==> src/rtl/div_hilo_ctrl.sv <==
// div_hilo_ctrl
// ---------------------------------------------------------------------------
// Multi-cycle sequencer around the CPU's 32-bit combinational restoring
// divider (div32). Latches signed operands, hands their magnitudes to the
// divider, waits SETTLE_CYCLES for its multicycle path, then applies signs
// and writes HI (remainder) and LO (quotient). Divide-by-zero and a divisor
// of 0x80000000 are resolved here and never reach the divider.
//
// Parameter:
//   SETTLE_CYCLES  cycles div_z must be stable before capture (legal 1..15)
//
// Optional feature macro: DIV_ZERO_TRAP_EN
//   defined   -> extra output dz_trap pulses with done on divide-by-zero and
//                HI/LO keep their prior values
//   undefined -> divide-by-zero writes lo=0xFFFFFFFF, hi=op_a
//
// Ports:
//   clock      in   system clock, rising edge
//   clear      in   asynchronous active-low reset
//   start      in   request, accepted only while ready=1
//   op_a/op_b  in   signed dividend / divisor
//   ready      out  idle, can accept start
//   busy       out  operation in progress (~ready)
//   done       out  one-cycle pulse, coincident with the HI/LO update
//   hi/lo      out  remainder / quotient registers
//   div_a/b    out  dividend / divisor magnitudes to the divider
//   div_z      in   divider result {remainder[63:32], quotient[31:0]}
//   dz_flag    out  last op was divide-by-zero (sticky until next start)
//   dz_trap    out  (DIV_ZERO_TRAP_EN only) divide-by-zero trap pulse
//   state_dbg  out  current FSM state (IDLE=0, LOAD=1, SETTLE=2, FIX=3)
//
// Handshake: a request transfers on a rising edge where start=1 and
// ready=1; start while ready=0 is ignored, nothing is queued.
// ---------------------------------------------------------------------------
module div_hilo_ctrl #(
   parameter int unsigned SETTLE_CYCLES = 4
) (
   input  logic        clock,
   input  logic        clear,
   input  logic        start,
   input  logic [31:0] op_a,
   input  logic [31:0] op_b,
   output logic        ready,
   output logic        busy,
   output logic        done,
   output logic [31:0] hi,
   output logic [31:0] lo,
   output logic [31:0] div_a,
   output logic [31:0] div_b,
   input  logic [63:0] div_z,
   output logic        dz_flag,
`ifdef DIV_ZERO_TRAP_EN
   output logic        dz_trap,
`endif
   output logic [1:0]  state_dbg
);

   typedef enum logic [1:0] {
      IDLE   = 2'd0,
      LOAD   = 2'd1,
      SETTLE = 2'd2,
      FIX    = 2'd3
   } state_t;

   localparam logic [31:0] MIN_INT  = 32'h8000_0000;
   localparam logic [3:0]  CNT_INIT = 4'(SETTLE_CYCLES - 1);

   state_t      state, state_nx;
   logic [31:0] a_q, b_q;
   logic        sign_q, sign_r;
   logic [3:0]  cnt;
   logic        forced, dz_op;
   logic [31:0] fq, fr;
   logic        special;
   logic [31:0] mag_a, mag_b;
   logic [31:0] q_raw, r_raw;

   // Two's-complement negation of 0x80000000 wraps back to itself, which is
   // exactly the unsigned magnitude the divider wants.
   assign mag_a   = a_q[31] ? -a_q : a_q;
   assign mag_b   = b_q[31] ? -b_q : b_q;
   assign special = (b_q == 32'd0) || (b_q == MIN_INT);
   assign q_raw   = div_z[31:0];
   assign r_raw   = div_z[63:32];

   assign ready     = (state == IDLE);
   assign busy      = ~ready;
   assign state_dbg = state;

   always_ff @(posedge clock or negedge clear) begin
      if (!clear) state <= IDLE;
      else        state <= state_nx;
   end

   always_comb begin
      state_nx = state;
      case (state)
         IDLE:    if (start) state_nx = LOAD;
         LOAD:    state_nx = special ? FIX : SETTLE;
         SETTLE:  if (cnt == 4'd0) state_nx = FIX;
         FIX:     state_nx = IDLE;
         default: state_nx = IDLE;
      endcase
   end

   always_ff @(posedge clock or negedge clear) begin
      if (!clear) begin
         a_q     <= '0;
         b_q     <= '0;
         sign_q  <= 1'b0;
         sign_r  <= 1'b0;
         cnt     <= '0;
         forced  <= 1'b0;
         dz_op   <= 1'b0;
         fq      <= '0;
         fr      <= '0;
         div_a   <= '0;
         div_b   <= '0;
         hi      <= '0;
         lo      <= '0;
         done    <= 1'b0;
         dz_flag <= 1'b0;
`ifdef DIV_ZERO_TRAP_EN
         dz_trap <= 1'b0;
`endif
      end else begin
         done <= 1'b0;
`ifdef DIV_ZERO_TRAP_EN
         dz_trap <= 1'b0;
`endif
         case (state)
            IDLE: begin
               if (start) begin
                  a_q     <= op_a;
                  b_q     <= op_b;
                  sign_q  <= op_a[31] ^ op_b[31];
                  sign_r  <= op_a[31];
                  dz_flag <= 1'b0;
               end
            end
            LOAD: begin
               forced <= special;
               dz_op  <= (b_q == 32'd0);
               if (b_q == 32'd0) begin
                  fq      <= 32'hFFFF_FFFF;
                  fr      <= a_q;
                  dz_flag <= 1'b1;
               end else if (b_q == MIN_INT) begin
                  // Only MIN_INT itself has magnitude >= 2^31.
                  fq <= (a_q == MIN_INT) ? 32'd1 : 32'd0;
                  fr <= (a_q == MIN_INT) ? 32'd0 : a_q;
               end else begin
                  div_a <= mag_a;
                  div_b <= mag_b;
                  cnt   <= CNT_INIT;
               end
            end
            SETTLE: begin
               if (cnt != 4'd0) cnt <= cnt - 4'd1;
            end
            FIX: begin
               done <= 1'b1;
               if (forced) begin
`ifdef DIV_ZERO_TRAP_EN
                  if (dz_op) begin
                     dz_trap <= 1'b1;
                  end else begin
                     lo <= fq;
                     hi <= fr;
                  end
`else
                  lo <= fq;
                  hi <= fr;
`endif
               end else begin
                  lo <= sign_q ? -q_raw : q_raw;
                  hi <= sign_r ? -r_raw : r_raw;
               end
            end
            default: ;
         endcase
      end
   end

endmodule

==> config.mk <==
export PLATFORM = sky130hd
export DESIGN_NAME = div_hilo_ctrl
export DESIGN_NICKNAME = d
export VERILOG_FILES = /design/src/rtl/div_hilo_ctrl.sv
export SDC_FILE = /design/constraint.sdc
export NUM_CORES = 1
export LEC_CHECK = 0
export CAP_MARGIN = 20
export CORE_UTILIZATION = 50
export DETAILED_ROUTE_END_ITERATION = 10
export PLACE_DENSITY_LB_ADDON = 0.08
export SLEW_MARGIN = 10
export SYNTH_ARGS = -nofsm -noshare
export SYNTH_HDL_FRONTEND = slang
export SYNTH_SLANG_ARGS = --single-unit
==> constraint.sdc <==
create_clock -name clock -period 7.53 [get_ports clock]
set_input_delay 1.506 -clock clock [delete_from_list [all_inputs] [get_ports clock]]
set_output_delay 1.506 -clock clock [all_outputs]
set_load 0.02 [all_outputs]
==> After elaboration in Yosys (flattened, before gate mapping) <==
Index checks and enable logic that the tools add are counted.
{ "op_classes": {"add_sub_neg": 5, "n_mul": 0, "div_mod_pow": 0, "order_cmp": 0, "eq_ne": 11, "shift": 0, "mux": 24, "bitwise_logic": 4, "n_reduce_logical": 14} }
{ "op_table": {"columns": ["operator", "n"], "rows": [
  ["two-way mux 32 bit", 11],
  ["negator 32 bit", 4],
  ["== test 32 bit (second input constant)", 2],
  ["zero test 32 bit", 1],
  ["two-way mux 4 bit", 3],
  ["inequality test 2 bit (second input constant)", 6],
  ["one-hot mux 2 bit (4 select lines)", 1],
  ["one-hot mux 4 bit (2 select lines)", 1],
  ["AND reduction 2 bit", 3],
  ["AND reduction 3 bit", 2],
  ["nonzero test 2 bit", 3],
  ["two-way mux 1 bit", 5],
  ["== test 2 bit (second input constant)", 2],
  ["zero test 4 bit", 1],
  ["two-way mux 2 bit", 2],
  ["AND reduction 4 bit", 1],
  ["nonzero test 4 bit", 1],
  ["subtractor 4 x 1 -> 4 bit (second input constant)", 1],
  ["NOT 1 bit", 3],
  ["== test 2 x 1 -> 1 bit (second input constant)", 1],
  ["zero test 2 bit", 1],
  ["one-hot mux 1 bit (2 select lines)", 1],
  ["logical OR 1 bit", 1],
  ["bitwise XOR 1 bit", 1]
]} }
{ "word_totals": {"reg_bits": 267, "latch_bits": 0, "mem_bits_rw": 0, "rom_bits": 0, "input_bits": 131, "wordCells": 73, "memories": 0} }

==> Logic depth before layout (Yosys ltp) <==
Gate-level depths: netlist of run 1.
{ "logic_depth": {"ltp_word": 4, "mapped_depth": 9, "ltp_nobuf": 7} }

==> Worst setup path after synthesis of run 1 <==
Ideal clock, no wire load.
{ "synth_timing": {"path_kind": "input-to-reg", "startpoint": "in div_z[4]", "endpoint": "reg lo[31]", "arrival_ns": 3.541, "t_required_ns": 7.410, "setup_slack_ns": 3.869, "cell_stages": 5, "path_buffers": 0, "path_cell_list": "or4_1 > or4_4 > or4_1 > or4_1 > and3_1"} }
{ "synth_via": {"elab_chain_len": 3} }
{ "synth_lines": {"columns": ["element", "line_no", "source"], "rows": [
  ["start: declaration", "50", "input logic [63:0] div_z,"],
  ["negator 32 bit", "176", "lo <= sign_q ? -q_raw : q_raw;"],
  ["two-way mux 32 bit", "176", null],
  ["two-way mux 32 bit", "163", "if (forced) begin"],
  ["end signal: assignment", "172", "lo <= fq;"],
  ["end signal: assignment", "176", null],
  ["end: declaration", "47", "output logic [31:0] lo,"]
]} }
No other way between the ends.
A chain may end at the register's enable or synchronous reset.

==> Final worst setup path of run 1 <==
{ "layout_timing": {"startpoint": "in div_z[34]", "endpoint": "reg hi[26]"} }
{ "layout_via": {"elab_chain_len": 3} }
{ "layout_lines": {"columns": ["element", "line_no", "source"], "rows": [
  ["negator 32 bit", "177", "hi <= sign_r ? -r_raw : r_raw;"],
  ["two-way mux 32 bit", "177", null],
  ["two-way mux 32 bit", "163", null],
  ["end signal: assignment", "173", "hi <= fr;"],
  ["end signal: assignment", "177", null],
  ["end: declaration", "46", "output logic [31:0] hi,"]
]} }
No other way between the ends.

==> results.md, run 1 <==
Logic synthesis:
- The number of distinct library cells after synthesis is 50.
- In the synthesized netlist, mux cells make up 7.87% of the area.
- By area, the combinational part of the netlist is dominated by simple AND/OR/NAND/NOR gates.
- The synthesized netlist devotes 1.04% of its cell area to adder and majority cells.
- Yosys mapped a number of flops with a built-in enable equal to 0.
- The synthesized netlist devotes 15.0% of its cell area to compound gates.
- Dividing the synthesized area by the synthesized cell count gives 9.79 um2.
- The part of the Yosys area used for sequential elements is 48.9%.
- In the synthesized netlist the async set-or-reset flop fraction comes to 100%.
- In this run, synthesis produced a sequential element count of 236.
- Synthesis handed over a netlist of 1234 instances.
- Counting every net in the synthesized netlist gives 1375.
- The synthesized netlist devotes 6.52% of its cell area to XOR and XNOR gates.
- In the synthesized netlist the dominant register cell turns out to be dfrtp_1.
- Yosys printed 0 warnings.
- The area of the mapped netlist is 12100 um2.
- Of the total synthesized cell area, the portion taken by AND, OR, NAND and NOR gates is 17.1%.

Setup path:
- The startpoint-to-endpoint class of the critical path is input pin to flip-flop.
- For this run, the slowest stage of the critical path takes 0.86 ns.
- The gate family responsible for the most delay along the worst path is simple AND/OR/NAND/NOR gates.
- For the worst setup path, the data required time is 7.95 ns.
- Measured in cells, the most critical reg-to-reg path has a length of 5.
- The largest fanout on the critical path is 11.
- The reg-to-reg endpoint is div_a[11].
- The signal on the critical path passes through clkdlybuf4s50_1, nor4_1, nand3_1, o41ai_1, mux2i_1, a211o_1.
- In this run the critical register-to-register path is launched from b_q[8].
- On the critical path, the stage with the largest delay is an instance of nor4_1.
- The worst setup path is captured at a flip-flop.
- Across all register-to-register paths, the minimum setup slack is 4.33 ns.
- The buffering stage count on the worst path with inverters included is 1.
- STA classifies the critical path startpoint as an input pin.
- Data arrives at the worst endpoint at 4.45 ns.

Layout:
- The library cell used most frequently in the layout, excluding fill and tap cells, is clkdlybuf4s50_1.
- The repair_antennas step left the layout with diodes totalling 0.
- The ratio of cells with drive above 1 in the final layout is 9.63%.
- The area added between synthesis and finish is 30.7%.
- Leaving out fill and tap cells, the most frequent cells in the layout are 263 x clkdlybuf4s50_1, 235 x dfrtp_1, 187 x nand2_1, 128 x o21ai_0, 72 x mux2_2.
- At the end of the flow, the number of nets in the layout was 1599.

Global route:
- The initial antenna violation count was 1.
- In the global route stage, overall resource usage came out at 26.9%.
- The first global-routing pass estimated 52.7 mm of wire.
- The number of global-route vias before repair is 9779.
- Global routing finished with a remaining overflow of 0.
- Entering global routing, the biggest net connects 151 pins.

Clocking:
- For this design, the sink count on the clock tree is 236.
- CTS placed an instance of clkbuf_16 at the clock tree root.
- The count of buffers added by post-CTS timing repair for setup is 0.
- The TritonCTS clock tree is yes.
- The H-tree depth reported by CTS is 1.
- The hold buffer count at cts is 0.
- The number of gates resized after CTS was 0.
- The clock reaches the later pin of the worst-skew pair after 0.54 ns.
- After clock tree synthesis, the clock-pin slew on the worst setup and hold paths is 0.06 ns.
- The maximum root-to-sink buffer count is 3.
- The TritonCTS buffer count is 26.

Run status:
- The flow ran to the end, and the final reports show no timing, DRC or antenna violations.

Floorplanning:
- The die area is 24800 um2.
- The die is 157 um wide.
- The core box area is 23600 um2.
- The starting density of the core is 51.2%.
- The vertical die dimension is 157 um.
- Pin placement for this block handled 265 I/O pins.
- The number of standard-cell rows in the floorplan is 56.

Routing:
- For this block, wires on met1 add up to 15.2 mm.
- The DRC marker count from the first detailed-route iteration is 737.
- The ratio of routed vias to standard cells is 5.69.
- Before antenna repair, the detailed router went through 5 iterations.
- Dividing the detail-routed wire length by the instance count gives 18.5 um.
- In this run the remaining antenna-violating nets after routing total 0.
- The detailed router used layers up to and including met5.
- The wire length on met3 is 3.08 mm.
- After detailed routing, the met2 layer carries 14.4 mm of wire.
- In the routed design, unresolved DRC markers number 0.
- The final route contains 10200 vias.
- The aggregate routed wire length is 33.2 mm.

Place:
- The post-place setup slack is 3.06 ns.
- The port buffer count is 264.
- The routability congestion estimate from global placement is 0.895.
- The estimated wirelength of the detail-placed design is 22.7 mm.

Min path:
- The classification of the worst-slack hold path is flip-flop to flip-flop.
- The path with the worst hold slack has its endpoint at fr[16].
- Along the worst hold path, the cell count comes to 2.
- The startpoint identified for the worst hold timing path is fr[16].

Timing:
- At the pin with the least slew margin, the transition time is 1.06 ns.
- The post-layout worst setup margin is 3.49 ns.
- Adding up every negative setup slack in the final design gives 0 ns.
- Across all hold checks on the routed design, the worst slack comes to 0.469 ns.
- Subtracting the final worst setup slack from the clock period gives 4.04 ns.
- The worst clock skew is 0.0161 ns.
- The worst pin sits at a relative slew slack of 29.5%.
- Setup repair after global routing left no endpoint under its margin.
- Setup violations remaining at the end of the flow were counted as 0.
- Static timing analysis puts the maximum clock frequency at 0.248 GHz.
- The number of endpoints with negative hold slack in the final report is 0.
- The post-route fraction of the period consumed by the critical path is 53.6%.
- The number of pins exceeding their max-slew limit in the final report is 0.

Power:
- The sequential share of power is 34.3%.
- Summing internal, switching and leakage power gives 6.69 mW.
- The power density over cell area is 424 nW/um2.
- The internal power of the cells totals 3.98 mW.
- The analysis attributes to cell leakage a power of 6.65 nW.
- For this design the total switching power over the nets is 2.71 mW.
- In this run, the clock network consumes 18.5% of the power.
- Combinational cells account for 47.1% of the total power.
- The fraction of power spent switching nets is 40.5%.
- IR analysis of the VDD net gives a maximum drop of 0.227 mV.

Run:
- The tool flagged a number of max-cap violations equal to 0.
[power by group through the flow]
stage                     combinational [mW]  sequential [mW]  clock (mW)
final                                   3.15             2.30        1.24
after global routing                    3.46             2.38        1.31
after CTS                               3.13             2.32        1.26
after detailed placement                3.12             2.33           0
after global placement                  3.07             2.31           0
after floorplan                         1.66             2.54           0
[kinds of logic after synthesis]
kind of cell | Yosys count
AO/OA/AOI/OAI | 287
XOR/XNOR | 90
adder cells (fa/ha/maj) | 10
buffers and inverters | 113
flip-flops | 236
multiplexers | 86
AND/OR/NAND/NOR | 412
[sequential cells by signal (all words and copies together), names as in the netlist]
| name | flops |
|---|---|
| dz_flag | 1 |
| a_q | 32 |
| state_dbg | 2 |
| fq | 2 |
| lo | 32 |
| sign_q | 1 |
| cnt | 4 |
| forced | 1 |
| hi | 32 |
| done | 1 |
| fr | 32 |
| b_q | 32 |
| div_a | 32 |
| div_b | 32 |
[metrics by stage]
| stage | instances | util (%) | area [um2] |
|---|---|---|---|
| floorplan | 1234 | - | 12100 |
| global placement | 1748 | 63.2 | 14900 |
| detailed placement | 1748 | 63.2 | 14900 |
| CTS | 1793 | 66.8 | 15800 |
| global route | 1794 | 66.9 | 15800 |
| finish | 1794 | 66.9 | 15800 |
[worst max path at each step]
stage                   start     end  slack [ns]  depth (start not counted)
floorplan            div_z[4]  lo[31]        3.87                          5
global placement    div_z[34]  hi[30]        3.18                          6
detailed placement  div_z[34]  hi[26]        3.06                          6
CTS                 div_z[37]  hi[26]        3.63                          6
global route        div_z[34]  hi[26]        3.32                          6
finish              div_z[34]  hi[26]        3.49                          6
[Yosys cell counts (15+ instances only)]
library cell	instances	share of area, %
nand4_1	15	0.78
o21ai_0	128	5.3
clkbuf_1	69	2.1
mux2_2	72	6.7
dfrtp_1	236	49
xor2_1	67	4.9
or3_1	34	1.8
o41ai_1	33	2.4
xnor2_1	23	1.7
and3_1	23	1.2
nand3_1	19	0.79
or4_1	19	1.2
inv_1	31	0.96
a21oi_1	37	1.5
nor2_1	32	0.99
nand2_1	188	5.8
nor4_1	25	1.3
nor3_1	21	0.87
o31ai_1	39	2.4
[per-layer routing]
metal | up-vias | track usage [%]
met5 | - | 0
met4 | 2 | 5.78
li1 | 4890 | -
met3 | 35 | 7.38
met1 | 4918 | 39.1
met2 | 371 | 40.0
[layout make-up]
type	instances	area, um2
fill	1929	7820
clock inverter	7	48.8
sequential	236	5910
inverter	31	116
timing repair buffer	278	2790
tap	319	399
clock buffer	38	786
multi-input combinational	885	5750
[worst register-to-register path, delay by kind of cell, from the launching register on]
kind            cells  cell delay [ns]
simple gates        2             1.12
compound gates      2             0.74
buf+inv             1             0.74
flops               1             0.44
(Power assumes the default switching activity.)
==> run 2: changes to the inputs <==
clock period = 4.21 ns   (was 7.53 ns; I/O delays follow)
==> run 2 against run 1 <==
  * Cell area up 1.2%
  * First-iteration DRC count decreased by 11%
  * Final cell count up 0.72%
  * Critical path type unchanged
  * Critical endpoint is now lo[31]
  * Clock-buffer cell count stayed put
  * Clock power is 99% higher
  * Hold slack worse by 0.13 ns
  * Non-clock buffer count is 9 higher
  * Sequential share of layout area decreased by 0.45 points
  * Register-to-register slack lost 3.1 ns
  * Combinational power increased by 79%
  * Worst setup slack lost 2.4 ns
  * Largest power group unchanged
==> results.md, run 2 (synthesis results as in run 1) <==
Routing:
- The wire length on met3 is 3.22 mm.
- The residual antenna-violating net count after detailed routing is 0.
- After detailed routing, the average wire length per cell comes to 18.4 um.
- After detailed routing, the met2 layer carries 14.1 mm of wire.
- The DRC violations left is 0.
- After detailed routing, the wire length on met1 is 15.3 mm.
- Using the TritonRoute via totals, the vias-per-cell ratio works out to 5.66.
- The aggregate routed wire length is 33.2 mm.
- The highest metal layer carrying signal wires in the routed design is met5.
- The first detailed-routing pass took 5 iterations.
- The number of vias after detailed routing is 10200.
- The DRC marker count from the first detailed-route iteration is 658.

Timing:
- The number of pins exceeding their max-slew limit in the final report is 0.
- The count of final setup violators is 0.
- Setup repair after global routing left no endpoint under its margin.
- The minimum hold slack is 0.337 ns.
- The accumulated negative setup slack is 0 ns.
- The shortest clock period the worst path allows after layout is 3.14 ns.
- The worst slew margin relative to its limit is 31.1%.
- The number of endpoints with negative hold slack in the final report is 0.
- For the pin with the worst max-slew slack, the measured transition is 1.03 ns.
- Based on the critical path, the design can be clocked at up to 0.318 GHz.
- The clock arrives with 0.0106 ns of skew.
- The post-route fraction of the period consumed by the critical path is 74.7%.

Clocking:
- The longest clock path from root to sink contains 3 buffers.
- The total of cells resized after clock tree synthesis is 0.
- Counting every sink on the clock net gives 236.
- TritonCTS built the clock tree.
- The H-tree depth reported by CTS is 1.
- The clock latency reported for the late side of the worst-skew pair is 0.53 ns.
- The number of setup buffers added after CTS is 0.
- The TritonCTS buffer count is 27.
- The library cell used as clock root buffer is clkbuf_16.
- Buffers inserted to repair hold after CTS numbered 0.
- The clock-pin slew reported for the worst setup and hold paths after clock tree synthesis is 0.06 ns.

Setup path:
- STA classifies the critical path startpoint as an input pin.
- Of all nets on the critical path, the largest fanout is 12.
- The startpoint identified for the worst register-to-register timing path is b_q[17].
- Data on the critical path is required at its endpoint by 4.63 ns.
- The startpoint-to-endpoint class of the critical path is input pin to flip-flop.
- On the critical path, the stage with the largest delay is an instance of or4_1.
- The cell occurring most often along the worst timing path is or4_1.
- The capturing element type of the critical path is a flip-flop.
- On the worst path, the slowest cell contributes a delay of 0.53 ns.
- The critical path starts at div_z[2].
- STA puts the critical path data arrival time at 3.56 ns.
- Traced cell by cell, the critical path runs through clkdlybuf4s50_1, or4_1, or4_4, or4_1, or4_1, and3_1.

Layout:
- Of the cells placed in the final design, the portion with a size suffix greater than 1 is 10.5%.
- The area added between synthesis and finish is 32.4%.
- Leaving out fill and tap cells, the most frequent cell in the layout is clkdlybuf4s50_1.
- Leaving out fill and tap cells, the most frequent cells in the layout are 263 x clkdlybuf4s50_1, 235 x dfrtp_1, 187 x nand2_1, 128 x o21ai_0, 72 x mux2_2.
- The number of standard cells in the layout, taps in and fillers out is 1807.
- The final-stage net count is 1609.
- The core occupancy in the finished layout is 67.7%.
- The final antenna diode count is 0.

Floorplanning:
- In this run the standard cell core region covers 23600 um2.
- The die covers 24800 um2.
- The vertical die dimension is 157 um.
- The die extent in x is 157 um.
- The starting density of the core is 51.2%.
- The number of top-level pins is 265.
- The number of standard-cell rows in the floorplan is 56.

Run:
- The number of max-cap violations is 0.

Global route:
- The total overflow left after global routing is 0.
- The number of global-route vias before repair was 9887.
- The pin count of the biggest net entering global routing is 105.
- The initial antenna violation count is 1.
- Across every metal layer, demand over resource in global routing totals 27.1%.
- The first global-routing pass estimated 53.2 mm of wire.

Place:
- Buffers placed on the I/O ports in this run total 264.
- Once placement completed, the tool counted placed cells totaling 1757.
- The routability congestion estimate from global placement is 0.874.
- Detailed placement ended at an HPWL of 22.8 mm.

Power:
- VDD sags by at most 0.507 mV.
- The power density over cell area is 766 nW/um2.
- The overall power of the completed layout is 12.2 mW.
- The total leakage power is 6.76 nW.

Run status:
- The flow ran to the end, and the final reports show no timing, DRC or antenna violations.

Min path:
- The worst hold path belongs to the class input pin to asynchronous set/reset pin.
==> run 2: cell count changes in the layout (fill, tap and decap cells not counted), sizes merged <==
cell,previous run,this run
buf,15,24
bufinv,0,3
clkinv,6,8
clkinvlp,1,0
==> run 2: routing by layer <==
metal | global-route usage [%] | vias up
met2 | 40.2 | 366
met3 | 8.09 | 39
met1 | 39.1 | 4888
li1 | - | 4927
met4 | 5.50 | 2
met5 | 0 | -
==> run 2: power breakdown <==
part | switching, mW | internal (mW) | leakage, nW
Combinational | 3.02 | 2.62 | 3.37
Sequential | 0.906 | 3.22 | 2.91
Clock | 0.950 | 1.52 | 0.476
==> run 2: area by class of cell <==
| cell class | count | area, um2 |
|---|---|---|
| Clock buffer | 38 | 807 |
| Clock inverter | 11 | 141 |
| Fill cell | 1901 | 7620 |
| Inverter | 31 | 116 |
| Multi-Input combinational cell | 885 | 5750 |
| Sequential cell | 236 | 5910 |
| Tap cell | 319 | 399 |
| Timing Repair Buffer | 287 | 2870 |
==> run 2: path summary, 6_finish.rpt <==
check	to	slack (ns)	depth (start not counted)
max	lo[31]	1.07	6
min	lo[10]	0.34	1
max reg2reg	div_a[8]	1.24	5
min reg2reg	fr[30]	0.47	2
max in group asynchronous	a_q[9]	2.90	2
min in group clock	fr[30]	0.47	2
==> run 2: worst max-delay path, delay by kind of cell <==
family | cells | cell delay, ns
buf+inv | 1 | 0.52
simple gates | 5 | 2.20
==> run 2: metrics by stage <==
stage / setup WS, ns / instance area (um2)
after detailed placement: 0.552 / 15000
after CTS: 1.11 / 16000
after global placement: 0.577 / 15000
after global routing: 0.899 / 16000
after floorplan: 1.21 / 12100
final: 1.07 / 16000
==> run 3: changes to the inputs <==
CORE_UTILIZATION = 46   (was 50)
clock period = 2.7 ns   (was 4.21 ns; I/O delays follow)
==> run 3 against run 2 <==
  * Sequential share of layout area is 1.8 points lower
  * Via count is 4.7% higher
  * Clock power up 66%
  * Clock-buffer cell count fell by 5
  * Register-to-register slack lost 1.1 ns
  * Critical path type unchanged
==> results.md, run 3 (synthesis results as in run 1) <==
Run status:
- The flow ran to the end, and the final reports show no timing, DRC or antenna violations.

Power:
- The internal portion of the total power is 11.9 mW.
- The net switching power of the design is 7.79 mW.
- Combinational logic is responsible for 46.8% of the overall power.
- Per report_power, the clock group accounts for 20.9% of the total.
- The worst vdd rail ir drop is 0.679 mV.
- The total leakage power is 7.20 nW.
- The share of total power dissipated in sequential elements is 32.3%.
- Power comes to 19.7 mW.
- Of the total power, the share spent switching nets is 39.5%.
- The power density over cell area is 1170 nW/um2.

Setup path:
- The reg-to-reg endpoint is div_a[23].
- STA puts the critical path data required time at 3.13 ns.
- The critical path depth in cells is 6.
- The critical path is of the input pin to flip-flop type.
- The length in cells of the worst reg-to-reg path is 6.
- The largest single stage delay on the critical path is 0.55 ns.
- In this design, the critical path's most frequently occurring cell is or4_4.
- The capturing element type of the critical path is a flip-flop.
- Of all nets on the critical path, the largest fanout is 2.
- The kind of start point of the critical path is an input pin.
- The setup slack of the most critical reg-to-reg path is 0.16 ns.
- The timing endpoint of the critical path is lo[31].
- At the worst endpoint, the arrival time is 3.06 ns.
- The gate family responsible for the most delay along the worst path is simple AND/OR/NAND/NOR gates.
- The worst setup path startpoint is div_z[4].
- The critical path goes through clkdlybuf4s50_1, or4_4, or4_4, or4_4, or4_1, and3_1.
- The worst register-to-register path begins at b_q[26].
- The number of buffers and inverters on the critical path is 1.
- The critical-path cell with the highest stage delay is or4_4.

Floorplanning:
- The vertical die dimension is 164 um.
- The die area is 26900 um2.
- The core box area is 25500 um2.
- After floorplanning, the core was divided into 58 placement rows.
- The number of top-level pins is 265.
- Once the floorplan was initialized, standard cells occupied 47.4% of the core.
- The floorplan step set the die width to 164 um.

Layout:
- The filler cells instantiated in the layout total 2095.
- The number of standard cells in the layout, taps in and fillers out is 1904.
- The post-route netlist has 15.7% of its cells at a drive strength greater than 1.
- In the layout the commonest cells are 262 x clkdlybuf4s50_1, 235 x dfrtp_1, 187 x nand2_1, 128 x o21ai_0, 99 x buf_4.
- The final-stage net count is 1695.
- The most frequent standard cell in the layout excluding fill and tap cells is clkdlybuf4s50_1.
- The area added between synthesis and finish is 39.1%.
- The final antenna diode count is 0.

Place:
- Detailed placement ended at an HPWL of 24.6 mm.
- The count of buffers added on input and output ports is 264.
- The routability congestion estimate from global placement is 0.881.
- Counting tap cells, the placed design contains a total of 1853 instances.

Timing:
- Measured against its own limit, the worst slew margin works out to 59.4%.
- The post-route fraction of the period consumed by the critical path is 97.4%.
- The shortest clock period the worst path allows after layout is 2.63 ns.
- The slew at the pin with the worst max-slew slack is 0.609 ns.
- The count of final setup violators is 0.
- The achievable frequency is 0.380 GHz.
- The number of endpoints with negative hold slack in the final report is 0.
- The accumulated negative setup slack is 0 ns.
- Between clock sinks in the finished design, the worst skew comes to 0.0163 ns.
- The number of pins exceeding their max-slew limit in the final report is 0.
- Setup repair after global routing left no endpoint under its margin.

Routing:
- For this block, the routed nets add up to 35.0 mm of wire.
- Detailed routing inserted a total of 10700 vias.
- In the final routed layout, each cell accounts on average for 18.4 um.
- After the first detailed-routing iteration, the DRC count stood at 852.
- For this run, the detailed router's first-pass iteration total came to 5.
- The DRC violations left is 0.
- Once detail routing completed, the nets flagged for antenna violations numbered 0.
- The ratio of routed vias to standard cells is 5.62.

Clocking:
- The maximum root-to-sink buffer count is 3.
- After clock tree synthesis, the clock-pin slew on the worst setup and hold paths is 0.06 ns.
- The H-tree depth reported by CTS is 1.
- The TritonCTS clock tree is yes.
- The clock reaches the later pin of the worst-skew pair after 0.55 ns.
- For this design, the sink count on the clock tree is 236.
- The count of buffers added by post-CTS timing repair for setup is 0.
- The library cell used as clock root buffer is clkbuf_16.
- Buffers inserted during clock tree synthesis total 28.

Global route:
- The wire length of the first global-routing pass is 56.5 mm.
- The number of global-route vias before repair was 10300.
- The overall routing resource usage is 26.5%.
- The initial antenna violation count was 0.
- Entering global routing, the biggest net connects 71 pins.
- After global routing the overflow that remains totals 0.

Min path:
- The classification of the worst-slack hold path is flip-flop to flip-flop.
- The worst hold path begins at fr[27].
- The worst hold path was traced through 2 stages.

Run:
- The number of max-cap violations is 0.
[run 3: cell types whose count changed in the layout (fill, tap and decap cells not counted), moves of 2 or more]
cell        before  now
clkinv_2         7    4
buf_4           20   99
clkinvlp_4       0    6
bufinv_16        3    6
or4_4            1    3
clkbuf_8         9    4
buf_12           2    6
or4_1           19   17
[run 3: per-layer routing]
metal / part of all wire (%) / vias to the layer above / track usage [%]
met3: 8.9 / 39 / 6.57
met2: 44 / 397 / 40.5
li1: - / 5102 / -
met5: 0 / - / 0
met4: 1.6 / 0 / 5.35
met1: 46 / 5164 / 38.1
[run 3: repair_timing]
item	CTS	global route
gates resized for setup	0	8
hold buffers	1	0
hold endpoints to repair	56	0
endpoints found under the setup margin	0	31
[run 3: layout make-up]
cell class / instances / area [um2] / share of cell area, %
clock buffer: 33 / 759 / 4.52
multi-input combinational: 885 / 5780 / 34.4
timing repair buffer: 372 / 3560 / 21.2
inverter: 31 / 116 / 0.693
tap: 330 / 413 / 2.46
clock inverter: 17 / 262 / 1.56
sequential: 236 / 5910 / 35.2
[run 3: power groups by stage]
stage               Clock [mW]  Combinational (mW)  Sequential [mW]
detailed placement           0                9.19             6.38
floorplan                    0                4.63             7.10
CTS                       4.20                9.25             6.34
global route              4.34                10.1             6.57
global placement             0                9.04             6.34
finish                    4.11                9.22             6.36
[run 3: per-stage QoR]
stage,setup slack (ns),area (um2),hold WS (ns),utilization (%)
finish,0.0695,16800,0.462,66.0
global route,0.00594,16800,0.491,66.0
CTS,0.0362,16800,0.471,65.8
detailed placement,-0.482,15700,0.456,61.7
global placement,-0.472,15700,0.451,61.7
floorplan,0.00536,12100,0.244,-
[run 3: worst reg2reg max path: stages, from the launching register on]
cell and delay [ns]:
dfrtp_1 0.42, or4_1 0.59, or2_2 0.33, o41ai_2 0.42, buf_4 0.22, buf_16 0.23, o21ai_0 0.19
[run 3: worst min path at each step]
stage | endpoint | slack, ns
global placement | fq[30] | 0.45
CTS | fr[27] | 0.47
finish | fr[27] | 0.46
floorplan | a_q[0] | 0.24
global route | fq[30] | 0.49
detailed placement | fr[27] | 0.46
